<file path="src/rtl/pc_count_sevenseg_if.sv">
// ---------------------------------------------------------------------------
// pc_count_sevenseg_if
//
// Groups the data and display signals of the seven-segment display stage that
// sits after the 15:4 parallel counter.
//
//   d_in       [14:0]  vector presented to the counter (switch bank)
//   count_in   [3:0]   counter result, 0..15
//   seg_n      [6:0]   cathodes {g,f,e,d,c,b,a}, active-low
//   dp_n               decimal point, active-low
//   an_n       [7:0]   digit anodes, active-low, bit i = digit i
//   frame_tick         one-cycle pulse marking the snapshot
//
// Modports:
//   master : upstream/board side, drives d_in/count_in and observes the display
//   slave  : the display stage itself
// ---------------------------------------------------------------------------
interface pc_count_sevenseg_if;
    logic [14:0] d_in;
    logic [3:0]  count_in;
    logic [6:0]  seg_n;
    logic        dp_n;
    logic [7:0]  an_n;
    logic        frame_tick;

    modport master (
        output d_in, count_in,
        input  seg_n, dp_n, an_n, frame_tick
    );

    modport slave (
        input  d_in, count_in,
        output seg_n, dp_n, an_n, frame_tick
    );
endinterface

</file>
<file path="src/rtl/pc_count_sevenseg.sv">
// ---------------------------------------------------------------------------
// pc_count_sevenseg
//
// Scans an 8-digit common-anode seven-segment display. Once per frame it
// snapshots the counter input vector and population count, then shows:
//   digits 1:0  count in decimal
//   digits 3:2  dark
//   digits 7:4  input vector in hex (digit 4 carries the decimal point as a
//               separator between the hex and decimal fields)
// Each digit slot begins with GUARD_CYC cycles of all anodes off so the
// previous digit's cathode pattern cannot ghost onto the next digit.
//
// Parameters:
//   REFRESH_DIV  clock cycles per digit slot (>= 2)
//   GUARD_CYC    anodes-off cycles at the start of each slot (< REFRESH_DIV)
//
// Ports:
//   clk    system clock
//   rst_n  asynchronous active-low reset
//   bus    pc_count_sevenseg_if.slave (d_in, count_in in; seg_n, dp_n, an_n,
//          frame_tick out)
//
// Build option:
//   PC_SEG_LZB_EN  when defined, the count tens digit is blanked for counts
//                  below 10; otherwise it always shows "0" or "1".
//
// All outputs are registered: they follow slot_cnt/digit_idx by one cycle.
// ---------------------------------------------------------------------------
module pc_count_sevenseg #(
    parameter int REFRESH_DIV = 100000,
    parameter int GUARD_CYC   = 4
) (
    input  logic                clk,
    input  logic                rst_n,
    pc_count_sevenseg_if.slave  bus
);

    localparam int                SLOT_W    = $clog2(REFRESH_DIV);
    localparam logic [SLOT_W-1:0] SLOT_LAST = SLOT_W'(REFRESH_DIV - 1);

    // Scan state and frame shadow registers
    logic [SLOT_W-1:0] slot_cnt_q, slot_cnt_d;
    logic [2:0]        digit_idx_q, digit_idx_d;
    logic [14:0]       d_q, d_d;
    logic [3:0]        cnt_q, cnt_d;

    // Registered outputs
    logic [6:0]        seg_n_q, seg_n_d;
    logic              dp_n_q, dp_n_d;
    logic [7:0]        an_n_q, an_n_d;
    logic              frame_tick_q, frame_tick_d;

    logic              slot_end;
    logic              snap;
    logic              in_guard;
    logic              cnt_ge10;
    logic [3:0]        cnt_ones;
    logic [3:0]        cnt_tens;
    logic [3:0]        digit_val [8];
    logic [7:0]        digit_blank;
    logic [7:0]        an_sel;
    logic              cur_blank;
    logic              lit;

    function automatic logic [6:0] hex_to_seg(input logic [3:0] v);
        logic [6:0] s;
        case (v)
            4'h0:    s = 7'h40;
            4'h1:    s = 7'h79;
            4'h2:    s = 7'h24;
            4'h3:    s = 7'h30;
            4'h4:    s = 7'h19;
            4'h5:    s = 7'h12;
            4'h6:    s = 7'h02;
            4'h7:    s = 7'h78;
            4'h8:    s = 7'h00;
            4'h9:    s = 7'h10;
            4'hA:    s = 7'h08;
            4'hB:    s = 7'h03;
            4'hC:    s = 7'h46;
            4'hD:    s = 7'h21;
            4'hE:    s = 7'h06;
            default: s = 7'h0E;
        endcase
        return s;
    endfunction

    // Anodes are suppressed for the first GUARD_CYC cycles of every slot.
    // The zero-guard case is split out so no always-false compare is built.
    if (GUARD_CYC == 0) begin : g_no_guard
        assign in_guard = 1'b0;
    end else begin : g_guard
        localparam logic [SLOT_W-1:0] SLOT_GUARD = SLOT_W'(GUARD_CYC);
        assign in_guard = (slot_cnt_q < SLOT_GUARD);
    end

    // One-hot digit select, inverted later into the active-low anode bus
    for (genvar gi = 0; gi < 8; gi++) begin : g_an_sel
        assign an_sel[gi] = (digit_idx_q == 3'(gi));
    end

    // Count is at most 15, so binary-to-BCD is a single compare/subtract.
    always_comb begin
        cnt_ge10 = (cnt_q >= 4'd10);
        cnt_ones = cnt_ge10 ? (cnt_q - 4'd10) : cnt_q;
        cnt_tens = cnt_ge10 ? 4'd1 : 4'd0;
    end

    always_comb begin
        digit_val[0] = cnt_ones;
        digit_val[1] = cnt_tens;
        digit_val[2] = 4'h0;
        digit_val[3] = 4'h0;
        digit_val[4] = d_q[3:0];
        digit_val[5] = d_q[7:4];
        digit_val[6] = d_q[11:8];
        digit_val[7] = {1'b0, d_q[14:12]};

        digit_blank = 8'b0000_1100;
`ifdef PC_SEG_LZB_EN
        digit_blank[1] = ~cnt_ge10;
`endif
    end

    // Scan counters and frame snapshot
    always_comb begin
        slot_end    = (slot_cnt_q == SLOT_LAST);
        snap        = (slot_cnt_q == '0) && (digit_idx_q == 3'd0);
        slot_cnt_d  = slot_end ? '0 : (slot_cnt_q + SLOT_W'(1));
        digit_idx_d = slot_end ? (digit_idx_q + 3'd1) : digit_idx_q;
        // Shadow registers only move at the frame boundary, so a scan never
        // mixes data from two different snapshots.
        d_d         = snap ? bus.d_in     : d_q;
        cnt_d       = snap ? bus.count_in : cnt_q;
    end

    // Next output values, registered below
    always_comb begin
        cur_blank    = digit_blank[digit_idx_q];
        lit          = ~cur_blank & ~in_guard;
        an_n_d       = lit ? ~an_sel : 8'hFF;
        seg_n_d      = cur_blank ? 7'h7F : hex_to_seg(digit_val[digit_idx_q]);
        dp_n_d       = ~(lit & (digit_idx_q == 3'd4));
        frame_tick_d = snap;
    end

    always_ff @(posedge clk or negedge rst_n) begin
        if (!rst_n) begin
            slot_cnt_q   <= '0;
            digit_idx_q  <= 3'd0;
            d_q          <= 15'd0;
            cnt_q        <= 4'd0;
            seg_n_q      <= 7'h7F;
            dp_n_q       <= 1'b1;
            an_n_q       <= 8'hFF;
            frame_tick_q <= 1'b0;
        end else begin
            slot_cnt_q   <= slot_cnt_d;
            digit_idx_q  <= digit_idx_d;
            d_q          <= d_d;
            cnt_q        <= cnt_d;
            seg_n_q      <= seg_n_d;
            dp_n_q       <= dp_n_d;
            an_n_q       <= an_n_d;
            frame_tick_q <= frame_tick_d;
        end
    end

    assign bus.seg_n      = seg_n_q;
    assign bus.dp_n       = dp_n_q;
    assign bus.an_n       = an_n_q;
    assign bus.frame_tick = frame_tick_q;

endmodule
</file>
<file path="src/flat_wrapper.sv">
// flat-port wrapper written by rule: the top's interface ports become plain ports
module pc_count_sevenseg_flat 
#(
    parameter int REFRESH_DIV = 100000,
    parameter int GUARD_CYC   = 4
)
  (clk, rst_n, bus_d_in, bus_count_in, bus_seg_n, bus_dp_n, bus_an_n, bus_frame_tick);
  pc_count_sevenseg_if bus_i ();
  input  logic clk;
  input  logic rst_n;
  input wire logic [$bits(bus_i.d_in)-1:0] bus_d_in;
  input wire logic [$bits(bus_i.count_in)-1:0] bus_count_in;
  output wire logic [$bits(bus_i.seg_n)-1:0] bus_seg_n;
  output wire logic [$bits(bus_i.dp_n)-1:0] bus_dp_n;
  output wire logic [$bits(bus_i.an_n)-1:0] bus_an_n;
  output wire logic [$bits(bus_i.frame_tick)-1:0] bus_frame_tick;
  assign bus_i.d_in = bus_d_in;
  assign bus_i.count_in = bus_count_in;
  assign bus_seg_n = bus_i.seg_n;
  assign bus_dp_n = bus_i.dp_n;
  assign bus_an_n = bus_i.an_n;
  assign bus_frame_tick = bus_i.frame_tick;
  pc_count_sevenseg #(.REFRESH_DIV(REFRESH_DIV), .GUARD_CYC(GUARD_CYC)) u_core (.clk(clk), .rst_n(rst_n), .bus(bus_i));
endmodule
</file>
<file path="config.mk">
export PLATFORM = sky130hd
export DESIGN_NAME = pc_count_sevenseg_flat
export DESIGN_NICKNAME = d
export VERILOG_FILES = /design/src/rtl/pc_count_sevenseg_if.sv /design/src/rtl/pc_count_sevenseg.sv /design/src/flat_wrapper.sv
export SDC_FILE = /design/constraint.sdc
export NUM_CORES = 1
export LEC_CHECK = 0
export ABC_AREA = 1
export CAP_MARGIN = 20
export CORE_ASPECT_RATIO = 0.8
export CORE_UTILIZATION = 50
export CTS_CLUSTER_DIAMETER = 100
export DETAILED_ROUTE_END_ITERATION = 10
export PLACE_DENSITY = 0.84
export SLEW_MARGIN = 20
export SYNTH_ARGS = -nofsm -noshare
export SYNTH_HDL_FRONTEND = slang
export SYNTH_SLANG_ARGS = --single-unit
export TNS_END_PERCENT = 50
</file>
<file path="constraint.sdc">
create_clock -name clk -period 1.9 [get_ports clk]
set_clock_uncertainty 0.1 [all_clocks]
set_input_delay 0.38 -clock clk [delete_from_list [all_inputs] [get_ports clk]]
set_output_delay 0.38 -clock clk [all_outputs]
set_load 0.01 [all_outputs]
</file>
# Word-level counts from Yosys, hierarchy flattened
# Memory sizes are Yosys's and may differ from the RTL's.
# Cells that the tools add are included.
[totals]
register_bits = 56
mem_bits_ro = 120
input_bits = 21
output_inout_bits = 17
wordCells = 44
memories = 2
[classes]
n_addsub = 3
magnitude_cmp = 4
eq_ne = 8
n_mux = 9
bitwise = 7
n_reduce_logical = 3
[memory_table]
columns = ["memory", "depth", "width", "rd", "rd_ports_with_merged_regs", "write_ports", "line_no", "source"]
rows = [
  ["(name not given)", 16, 7, 1, 0, 0, "pc_count_sevenseg.sv:67", "case (v)"],
  ["(name not given)", 8, 1, 1, 0, 0, "pc_count_sevenseg.sv:139", "cur_blank = digit_blank[digit_idx_q];"],
]
[op_table]
columns = ["op", "count"]
rows = [
  ["$add 17x1->17 const B", 1],
  ["$eq 17x17->1 const B", 1],
  ["$logic_not 17->1", 1],
  ["$lt 17x3->1 const B", 1],
  ["$mux 17", 1],
  ["$bmux 4 s3", 1],
  ["$eq 3x3->1 const B", 4],
  ["$mux 4", 3],
  ["$ge 4x4->1 const B", 2],
  ["$mux 8", 1],
  ["$not 8->8", 1],
  ["$mux 7", 1],
  ["$eq 3x2->1 const B", 2],
  ["$lt 3x4->1 const B", 1],
  ["$not 3->4", 1],
  ["$sub 4x4->4 const B", 1],
  ["$add 3x1->3 const B", 1],
  ["$eq 3x1->1 const B", 1],
  ["$logic_not 3->1", 1],
  ["$not 1->1", 3],
  ["$and 1x1->1", 2],
  ["$mux 1", 2],
  ["$logic_and 1x1->1", 1],
]

# Logic depth before layout (Yosys ltp)
# An unclocked memory read counts as a cell.
[depth]
ltp_word = 7
depth_mapped = 14
mapped_depth_nobuf = 13

# Worst setup path after synthesis
# OpenSTA, ideal clock, no wires.
[synth_timing]
path_type = "register to register"
startpoint = "register u_core.digit_idx_q[1]"
endpoint = "register u_core.seg_n_q[3] (netlist: u_core.bus.seg_n[3])"
setup_ns = 0.061
arrival_ns = 1.724
required_time_ns = 1.739
slack_ns = 0.015
path_stages_with_launch = 15
n_path_buf = 1
synth_period_minus_slack_ns = 1.885
path_cell_list = "dfrtp_1 -> buf_4 -> inv_2 -> or2_2 -> nand2_1 -> nand2_1 -> nand2_1 -> nand2_1 -> inv_1 -> ha_1 -> inv_1 -> nand3_1 -> nand3_1 -> nand2_1 -> nand2_1"
[synth_between]
elab_chain_cells = 6
elab_cells_between_ends = 8
classes_between = "mux (5); bitwise (1); memory (2)"
[synth_lines]
columns = ["element", "line_no", "source"]
rows = [
  ["start: declaration", "pc_count_sevenseg.sv:43", "logic [2:0] digit_idx_q, digit_idx_d;"],
  ["start signal: assignment", "pc_count_sevenseg.sv:159", "digit_idx_q <= digit_idx_d;"],
  ["$not 3->4 (implied by the code)", "pc_count_sevenseg.sv:142", "seg_n_d = cur_blank ? 7'h7F : hex_to_seg(digit_val[digit_idx_q]);"],
  ["$bmux 4 s3", "pc_count_sevenseg.sv:142", ""],
  ["$mux 4 (implied by the code) (2 in a row)", "pc_count_sevenseg.sv:142", ""],
  ["$mem_v2 16x7", "-", ""],
  ["$mux 7 (*)", "pc_count_sevenseg.sv:142", ""],
  ["named net u_core.seg_n_d[3]", "pc_count_sevenseg.sv:48", "logic [6:0] seg_n_q, seg_n_d;"],
  ["end signal: assignment", "pc_count_sevenseg.sv:162", "seg_n_q <= seg_n_d;"],
  ["end: declaration", "pc_count_sevenseg.sv:48", ""],
]
# Mark *: on every way through the listed nets, which the timed path passes. The rest lies on a longest branch. The select of a mux whose other input is x is not followed.
# A chain may end at the register's enable or synchronous reset.

# Worst setup path after layout
[layout_timing]
startpoint = "register u_core.digit_idx_q[0]"
endpoint = "register u_core.seg_n_q[3] (netlist: u_core.bus.seg_n[3])"
# Same word-level chain as after synthesis.

==> results.json <==
{
  "grt_max_degree": 56,
  "synth.yosys.warnings": 0,
  "synth_area_per_cell_um2": 8.090,
  "status": "complete, but fails checks",
  "synthAdderAreaFrac_pct": 6.073,
  "fp-row-count": 25,
  "clock-root-buffer": "clkbuf_8",
  "clkTransAtPathRegs_ns": 0.10,
  "startpoint_type": "register",
  "synth_edf_count": 0,
  "hold_viol_final": 0,
  "worstPathCellList": "buf_12, o21a_1, o21ai_1, nand2_4, inv_4, ha_4, inv_1, nand3_1, nand3_1, nand2_1, nand2_1",
  "fill_cells": 486,
  "synth-seq-cells": 55,
  "startpoint": "u_core.digit_idx_q[0]$_DFFE_PN0N_",
  "post-place-ws_ns": -0.02218,
  "cts.sinks": 55,
  "endpoint_kind": "register",
  "drive_gt1_share_pct": 20.79,
  "worstPathMaxFanout": 9,
  "final_core_util_pct": 63.89,
  "die_h_um": 72.32,
  "die_w_um": 89.90,
  "required_ns": 2.05,
  "numPortBuffers": 37,
  "synthesis.nets": 418,
  "synth-compound-area-share_pct": 1.660,
  "slowest_stage": "dfrtp_2",
  "fin_cells": 514,
  "total_leakage_power_nw": 1.844,
  "synth-simple-area-share_pct": 36.07,
  "first_pass_iters": 5,
  "period_share_pct": 100.7,
  "clk_latency_ns": 0.31,
  "via_per_inst": 5.103,
  "path_buf_inv": 3,
  "relSlewSlack_pct": 73.34,
  "violations": "negative setup slack",
  "grt_pass1_wl_um": 11010,
  "core_area_mm2": 0.005943,
  "cts_buffers": 5,
  "multi_input_area_mm2": 0.001504,
  "power.density_mw_per_mm2": 571.6,
  "ys_seq_area_share_pct": 45.14,
  "wl_per_cell_um": 12.65,
  "timing.final.crit_period_ns": 1.914,
  "synthMuxAreaShare_pct": 0,
  "first_global_vias": 2365,
  "h-tree-depth": 2,
  "dp.cells": 501,
  "drt_iter0_markers": 250,
  "cp_slowest_stage_delay_ns": 0.47,
  "die_area_mm2": 0.006502,
  "ioPinCount": 38,
  "final-setup-viol-count": 1,
  "synth_area_leader_cell": "dfrtp_1",
  "cts_tree": "built",
  "routabilityCongestion": 0.8759,
  "synth-xor-area-share_pct": 2.834,
  "worstHoldStart": "u_core.slot_cnt_q[0]$_DFF_PN0_",
  "fin_hold_ws_ns": 0.3749,
  "mostFrequentLayoutCell": "nand2_1",
  "grt-ovfl-total": 0,
  "grt_usage_pct": 21.42,
  "antenna_found_initial": 0,
  "final_cell_mix": "nand2_1 (124), dfrtp_1 (38), clkdlybuf4s50_1 (36)",
  "synth_top_family_by_area": "simple AND/OR/NAND/NOR gates",
  "drv_slew": 0,
  "area_growth_pct": 22.87,
  "regArea_mm2": 0.001398,
  "crit_arrival_ns": 2.07,
  "cts_buffer_depth": 2,
  "via_count": 2623,
  "synthFlopType": "dfrtp_1",
  "cap_violations": 0,
  "ant_nets": 0,
  "path_class": "register to register",
  "netlist.area_leader.share_pct": 32.39,
  "p_total_mw": 2.171,
  "dp_hpwl_um": 4679,
  "fmax_ghz": 0.5224,
  "syn-instance-count": 382,
  "hp-class": "register to register",
  "fin_nets": 468,
  "drc": 0,
  "start_util_pct": 52.00,
  "ir_worst_vdd_uv": 325.5,
  "grtUsageMet2_pct": 34.62,
  "synthArstFlopShare_pct": 100.0,
  "rsz0062_at_grt": "yes",
  "synth_area_mm2": 0.003090,
  "antenna_cells": 0,
  "busiest_layer": "met2",
  "routed_wl_um": 6504,
  "yosys-top-cells-area": "dfrtp_1 (32%), nand2_1 (16%), dfstp_2 (13%)",
  "use_met3_pct": 3.354,
  "cp_top_family": "flip-flops",
  "tightest_slew_ns": 0.3966,
  "setup_ws_ns": -0.01411,
  "use_met1_pct": 30.30,
  "yosysUniqueCellTypes": 32,
  "r2r_start": "u_core.digit_idx_q[0]$_DFFE_PN0N_"
}
-- power by group --
part	internal (mW)	switching, mW	leakage, nW
Clock	0.293	0.362	0.0459
Combinational	0.134	0.136	1.14
Sequential	1.22	0.0217	0.655
-- layout make-up --
cell class / instances / share of cell area (%)
Clock buffer: 7 / 2.273
Clock inverter: 1 / 0.09885
Inverter: 42 / 4.283
Multi-Input combinational cell: 275 / 39.60
Sequential cell: 55 / 36.80
Tap cell: 81 / 2.669
Timing Repair Buffer: 53 / 14.27
-- timing repair --
| action | in CTS | in global routing |
|---|---|---|
| hold buffers | 1 | 0 |
| setup buffers | 3 | 1 |
| endpoints found under the setup margin | 3 | 14 |
| resized for setup | 5 | 20 |
| pin swaps | 0 | 8 |
| endpoints found under the hold margin | 40 | 0 |
-- final timing paths --
path                                                     end  cells past startpoint  slack (ns)
max in group asynchronous       u_core.bus.an_n[4]$_DFF_PN1_                      3        0.91
hold reg to reg               u_core.slot_cnt_q[0]$_DFF_PN0_                      1        0.37
setup reg to reg               u_core.bus.seg_n[3]$_DFF_PN1_                     11       -0.01
min in group asynchronous  u_core.digit_idx_q[0]$_DFFE_PN0N_                      3        0.47
setup / recovery               u_core.bus.seg_n[3]$_DFF_PN1_                     11       -0.01
hold / removal                u_core.slot_cnt_q[0]$_DFF_PN0_                      1        0.37
-- cell usage after synthesis (2+ instances only) --
library cell  count
nor4_4            2
dfrtp_1          40
or2_2             2
dfstp_2          15
ha_1             15
buf_4             5
nand4_1           7
inv_2             5
buf_6             3
nor2_1           33
nand3_2           2
inv_1            37
nand3_1          34
xor2_1           10
a21oi_1           2
nor2_2            6
nand2_2          16
nand2_1         128
o21ai_0           2
nor3_1            6
-- per-layer routing --
metal,part of all wire [%],vias up
met5,0,-
met4,1.4,0
met3,6.2,10
met2,44,108
met1,48,1222
li1,-,1283
-- logic make-up (layout without fill, tap and decap cells) --
family,Yosys count,in the layout
flip-flops,55,55
AO/OA/AOI/OAI,8,8
AND/OR/NAND/NOR,242,242
adder cells (fa/ha/maj),15,15
buffers and inverters,52,103
XOR/XNOR,10,10
-- through the flow --
stage	TNS, ns	cell area (µm²)
after detailed placement	-0.02218	3593
after floorplan	0	3090
after CTS	0	3722
final	-0.01411	3797
after global routing	-0.4490	3797
after global placement	0	3593
-- registers in the layout (all words and copies together), names as in the netlist --
| register | cells |
|---|---|
| u_core.digit_idx_q | 3 |
| u_core.bus.frame_tick | 1 |
| u_core.bus.seg_n | 7 |
| u_core.cnt_q | 4 |
| u_core.slot_cnt_q | 17 |
| u_core.d_q | 15 |
| u_core.bus.an_n | 8 |
(Power assumes the default switching activity.)
